<file path="src/rtl/block_transfer_pkg.sv">
// Shared definitions for the block engine sequencer and its result queue.
package block_transfer_pkg;

  typedef enum logic [1:0] {
    StIdle  = 2'd0,
    StStart = 2'd1,
    StWait  = 2'd2
  } seq_state_e;

  localparam int unsigned DefaultBsize   = 128;
  localparam int unsigned ProcCountWidth = 16;
  localparam int unsigned WdogCountWidth = 16;

endpackage

</file>
<file path="src/rtl/block_result_queue.sv">
// Show-ahead circular buffer holding engine results until the disassembler pulls them.
module block_result_queue
  import block_transfer_pkg::*;
#(
  parameter int unsigned Width = DefaultBsize,
  parameter int unsigned Depth = 4,
  localparam int unsigned PtrW = $clog2(Depth),
  localparam int unsigned CntW = PtrW + 1
) (
  input  logic             clock,
  input  logic             reset,
  input  logic             push_i,
  input  logic [Width-1:0] wdata_i,
  input  logic             pop_i,
  output logic [Width-1:0] rdata_o,
  output logic [CntW-1:0]  count_o,
  output logic             empty_o,
  output logic             full_o
);

  if (Depth < 2 || (Depth & (Depth - 1)) != 0) begin : g_bad_depth
    $error("block_result_queue: Depth must be a power of two and at least 2");
  end

  logic [Width-1:0] mem_q [Depth];
  logic [Width-1:0] mem_d [Depth];
  logic [PtrW-1:0]  wptr_q, wptr_d, rptr_q, rptr_d;
  logic [CntW-1:0]  count_q, count_d;
  logic             do_push, do_pop;

  assign empty_o = (count_q == '0);
  assign full_o  = (count_q == CntW'(Depth));
  assign count_o = count_q;
  assign do_pop  = pop_i && !empty_o;
  assign do_push = push_i && (!full_o || do_pop);
  // Masked when empty so a flushed queue presents zero rather than stale data.
  assign rdata_o = empty_o ? '0 : mem_q[rptr_q];

  always_comb begin
    mem_d   = mem_q;
    wptr_d  = wptr_q;
    rptr_d  = rptr_q;
    count_d = count_q;
    if (do_push) begin
      mem_d[wptr_q] = wdata_i;
      wptr_d        = wptr_q + PtrW'(1);
    end
    if (do_pop) begin
      rptr_d = rptr_q + PtrW'(1);
    end
    if (do_push && !do_pop) begin
      count_d = count_q + CntW'(1);
    end else if (do_pop && !do_push) begin
      count_d = count_q - CntW'(1);
    end
  end

  always_ff @(posedge clock) begin
    if (reset) begin
      wptr_q  <= '0;
      rptr_q  <= '0;
      count_q <= '0;
    end else begin
      wptr_q  <= wptr_d;
      rptr_q  <= rptr_d;
      count_q <= count_d;
    end
  end

  always_ff @(posedge clock) begin
    mem_q <= mem_d;
  end

endmodule

</file>
<file path="src/rtl/block_engine_sequencer.sv">
// Pulls blocks from the assembler, runs them one at a time on the engine, queues results.
// Optional engine watchdog compiled in with ENGINE_WATCHDOG_EN.
module block_engine_sequencer
  import block_transfer_pkg::*;
#(
  parameter int unsigned BSIZE           = DefaultBsize,
  parameter int unsigned QDEPTH          = 4,
  parameter int unsigned WATCHDOG_CYCLES = 1024
) (
  input  logic                      clock,
  input  logic                      reset,
  input  logic [BSIZE-1:0]          block_in,
  input  logic                      block_in_ready,
  output logic                      block_in_hold,
  output logic [BSIZE-1:0]          eng_block,
  output logic                      eng_start,
  input  logic [BSIZE-1:0]          eng_result,
  input  logic                      eng_done,
  output logic [BSIZE-1:0]          block_out,
  output logic                      block_out_ready,
  input  logic                      pull_block,
  output logic [ProcCountWidth-1:0] blocks_processed,
  output logic                      eng_error
);

  localparam int unsigned QCntW = $clog2(QDEPTH) + 1;

  if (WATCHDOG_CYCLES < 1 || WATCHDOG_CYCLES > 65535) begin : g_bad_wdog
    $error("block_engine_sequencer: WATCHDOG_CYCLES must fit the 16-bit watchdog counter");
  end

  seq_state_e                state_q, state_d;
  logic [BSIZE-1:0]          operand_q, operand_d;
  logic                      eng_start_q, eng_start_d;
  logic [ProcCountWidth-1:0] processed_q, processed_d;
  logic [QCntW-1:0]          qcount;
  logic                      q_empty, q_full;
  logic                      res_push;
  logic                      wdog_expired;

`ifdef ENGINE_WATCHDOG_EN
  logic [WdogCountWidth-1:0] wdog_q, wdog_d;
  logic                      eng_error_q, eng_error_d;

  assign wdog_expired = (wdog_q == WdogCountWidth'(WATCHDOG_CYCLES - 1));
  assign eng_error    = eng_error_q;

  always_comb begin
    wdog_d      = wdog_q;
    eng_error_d = eng_error_q;
    if (state_q == StStart) begin
      wdog_d = '0;
    end else if (state_q == StWait) begin
      wdog_d = wdog_q + WdogCountWidth'(1);
      if (!eng_done && wdog_expired) begin
        eng_error_d = 1'b1;
      end
    end
  end

  always_ff @(posedge clock) begin
    if (reset) begin
      wdog_q      <= '0;
      eng_error_q <= 1'b0;
    end else begin
      wdog_q      <= wdog_d;
      eng_error_q <= eng_error_d;
    end
  end
`else
  assign wdog_expired = 1'b0;
  assign eng_error    = 1'b0;
`endif

  // Full check at acceptance reserves the slot the in-flight result will use.
  assign block_in_hold    = (state_q != StIdle) || (qcount == QCntW'(QDEPTH));
  assign eng_block        = operand_q;
  assign eng_start        = eng_start_q;
  assign blocks_processed = processed_q;
  assign block_out_ready  = !q_empty;

  always_comb begin
    state_d     = state_q;
    operand_d   = operand_q;
    eng_start_d = 1'b0;
    processed_d = processed_q;
    res_push    = 1'b0;
    unique case (state_q)
      StIdle: begin
        if (block_in_ready && !block_in_hold) begin
          operand_d   = block_in;
          eng_start_d = 1'b1;
          state_d     = StStart;
        end
      end
      StStart: state_d = StWait;
      StWait: begin
        if (eng_done) begin
          res_push    = 1'b1;
          processed_d = processed_q + ProcCountWidth'(1);
          state_d     = StIdle;
        end else if (wdog_expired) begin
          state_d = StIdle;
        end
      end
      default: state_d = StIdle;
    endcase
  end

  always_ff @(posedge clock) begin
    if (reset) begin
      state_q     <= StIdle;
      operand_q   <= '0;
      eng_start_q <= 1'b0;
      processed_q <= '0;
    end else begin
      state_q     <= state_d;
      operand_q   <= operand_d;
      eng_start_q <= eng_start_d;
      processed_q <= processed_d;
    end
  end

  block_result_queue #(
    .Width (BSIZE),
    .Depth (QDEPTH)
  ) u_queue (
    .clock   (clock),
    .reset   (reset),
    .push_i  (res_push),
    .wdata_i (eng_result),
    .pop_i   (pull_block),
    .rdata_o (block_out),
    .count_o (qcount),
    .empty_o (q_empty),
    .full_o  (q_full)
  );

  assert property (@(posedge clock) disable iff (reset) res_push |-> !q_full)
    else $error("result pushed into a full queue");

endmodule

</file>
<file path="config.mk">
export PLATFORM = sky130hd
export DESIGN_NAME = block_engine_sequencer
export DESIGN_NICKNAME = d
export VERILOG_FILES = /design/src/rtl/block_transfer_pkg.sv /design/src/rtl/block_result_queue.sv /design/src/rtl/block_engine_sequencer.sv
export SDC_FILE = /design/constraint.sdc
export NUM_CORES = 1
export LEC_CHECK = 0
export ABC_AREA = 1
export CORE_MARGIN = 2
export CORE_UTILIZATION = 53
export CTS_BUF_LIST = sky130_fd_sc_hd__clkbuf_4 sky130_fd_sc_hd__clkbuf_8
export DETAILED_ROUTE_END_ITERATION = 8
export HOLD_SLACK_MARGIN = 0.06
export PLACE_DENSITY = 0.82
export SLEW_MARGIN = 20
export SYNTH_ARGS = -nofsm -noshare
export SYNTH_HDL_FRONTEND = slang
export SYNTH_SLANG_ARGS = --single-unit
</file>
<file path="constraint.sdc">
create_clock -name clock -period 10.9 [get_ports clock]
set_clock_uncertainty 0.15 [all_clocks]
set_input_delay 3.27 -clock clock [delete_from_list [all_inputs] [get_ports clock]]
set_output_delay 3.27 -clock clock [all_outputs]
set_load 0.005 [all_outputs]
</file>
==> flow_summary_export.csv <==
group,metric,value,unit
status,status,"finished, final reports clean",
finish,syn2layout_area_growth,29.1,%
floorplan,die_h,227,µm
worst_setup_path,worstPathRequired,7.48,ns
floorplan,rows,81,
yosys,synth_top_family_by_area,"compound AO/OA/AOI/OAI gates",
yosys,synth-edff-count,512,
floorplan,core,49000,µm²
yosys,yosysMostFrequentCell,"nor2_1",
finish,multiInputGateArea,6410,µm²
sta,slew_violations,0,
drt,dr.pass1.iters,5,
floorplan,pin_count,537,
clock_tree,htreeDepth,3,
clock_tree,cts_tree,"built",
floorplan,dieArea,51400,µm²
clock_tree,ctsLongestPathBuffers,3,
yosys,ys_top_cells_by_area,"edfxtp_1, dfxtp_1, nor2_1, o21ai_1, a21oi_1",
placed_design,portBuffers,535,
yosys,synth_top_area_share,58.5,%
finish,seqCellArea,18500,µm²
run,cap_violations,0,
grt,grt_pass1_vias,18649,
worst_setup_path,critPathArrivalTime,4.10,ns
sta,max_freq,0.133,GHz
clock_tree,cts_hold_buf,0,
finish,drive_gt1_share,12.3,%
clock_tree,cts_setup_buffers,0,
sta,rsz0062_at_grt,"no",
yosys,synthTopCellsByCount,"nor2_1, edfxtp_1, o21ai_1",
drt,vias,18942,
floorplan,chipWidth,227,µm
yosys,synthArstFlopShare,0,%
yosys,synth-simple-area-share,9.05,%
clock_tree,clkTransAtPathRegs,0.06,ns
clock_tree,clock_latency,0.69,ns
yosys,synth_cell_type_count,33,
drt,ant_nets,0,
yosys,synth_area,26300,µm²
yosys,yosysTopAreaCell,"edfxtp_1",
placed_design,globalplace.congestion,0.923,
yosys,synth-compound-area-share,14.8,%
grt,grt-ovfl-total,0,
sta,fin_crit,7.52,ns
drt,avgRoutedWirePerCell,20.4,µm
sta,slew_headroom,24.2,%
drt,remaining_drc_errors,0,
grt,grt_pass1_wl,107000,µm
min_path,min_path_type,"reg2reg",
yosys,syn_nets,2529,
drt,via_per_inst,5.36,
finish,nNetsFinal,3046,
yosys,syn_inst,2261,
sta,hold_viol,0,
clock_tree,clock_sinks,666,
finish,finalCoreUtilization,69.3,%
clock_tree,post_cts_resized,0,
drt,wl,72100,µm
pwr,irDropWorstVdd,170,µV
worst_setup_path,criticalPathCategory,"reg2out",
worst_setup_path,r2r_slack,7.59,ns
worst_setup_path,end_kind,"primary output",
sta,worst_pin_slew,1.14,ns
yosys,ys_seq_area_share,70.2,%
worst_setup_path,start_kind,"flop",
sta,hold_ws,0.292,ns
yosys,synth_flop_cell,"edfxtp_1",
clock_tree,numCtsBuffers,105,
worst_setup_path,cp_max_fo,162,
sta,setup_viol,0,
yosys,synth-xor-area-share,0.0666,%
placed_design,hpwl,44600,µm
finish,fill_cells,3358,
yosys,synth.area.mux_share,0,%
sta,min_period_over_period,69.0,%
pwr,power.density,218,nW/µm²
drt,first_iter_violations,1494,
grt,antenna_found_initial,18,
yosys,yosysWarningCount,0,
yosys,ys_ff_latch,666,
grt,grt_max_degree,166,
sta,tns,0,ns
yosys,syn_area_per_cell,11.6,µm²
clock_tree,clock-root-buffer,"clkbuf_8",
yosys,synthAdderAreaFrac,0.362,%
pwr,p_leak,11.6,nW
grt,grt_use_total,27.3,%
floorplan,initial_core_util,53.7,%
[cell families after synthesis]
logic type               count (synthesis)
XOR/XNOR                                 2
AO/OA/AOI/OAI                          667
AND/OR/NAND/NOR                        607
flip-flops                             666
adder cells (fa/ha/maj)                  7
buffers and inverters                  311
other                                    1
[worst paths after layout]
check                    startpoint                 end  cells past startpoint
hold / removal        eng_block[60]       eng_block[60]                      2
setup / recovery  u_queue.rptr_q[0]      block_out[111]                      5
setup reg to reg         state_q[1]  u_queue.mem_q[225]                      6
hold reg to reg       eng_block[60]       eng_block[60]                      2
[worst max-delay path: stages (launching register included)]
cell,delay (ns)
dfxtp_4,0.57
inv_8,0.74
buf_4,0.87
o21ai_1,0.19
a21oi_1,0.27
clkdlybuf4s50_1,0.58
[report_power, final]
group / total (W) / switching (W) / internal (W) / leakage [nW]
registers: 0.00300 / 0.000116 / 0.00288 / 5.88
logic: 0.00234 / 0.00127 / 0.00107 / 4.68
clock network: 0.00205 / 0.000961 / 0.00109 / 1.08
total: 0.00739 / 0.00234 / 0.00504 / 11.6
[flip-flops by register name (all words and copies together) (netlist names)]
signal / count
blocks_processed: 16
eng_block: 128
eng_start: 1
state_q: 2
u_queue.count_o: 3
u_queue.mem_q: 512
u_queue.rptr_q: 2
u_queue.wptr_q: 2
[final cells by class]
cell class,instances,area share (%)
antenna,13,0.0958
sequential,666,54.4
clock inverter,35,0.678
tap,664,2.45
inverter,167,1.89
multi-input combinational,1284,18.9
clock buffer,148,5.28
timing repair buffer,554,16.3
[layout by cell type (no fill, tap or decap), types with 72 or more instances in the layout]
cell | Yosys | final
edfxtp_1 | 512 | 512
clkdlybuf4s50_1 | 0 | 535
a21oi_1 | 196 | 196
nor2_1 | 548 | 544
a21oi_2 | 72 | 72
dfxtp_1 | 154 | 152
inv_1 | 160 | 160
o21ai_1 | 250 | 250
o21ai_0 | 75 | 75
clkbuf_8 | 0 | 109
[metal layers]
metal | GRT usage (%) | vias up | routed length [µm]
met2 | 44.8 | 836 | 34700
met1 | 32.2 | 9070 | 26800
li1 | - | 8837 | -
met4 | 12.0 | 14 | 2800
met3 | 10.0 | 185 | 7650
met5 | 0 | - | 86
[stage by stage]
step | worst slack (ns) | std cells | power (W) | area, µm²
floorplan | 1.25 | 2261 | 0.00413 | 26300
finish | 3.38 | 3531 | 0.00739 | 33900
CTS | 3.14 | 3518 | 0.00743 | 33900
global placement | 4.06 | 3334 | 0.00532 | 31900
detailed placement | 3.92 | 3335 | 0.00537 | 31900
global route | 3.09 | 3524 | 0.00773 | 33900
Note: power is estimated with default switching activity, not from simulation.
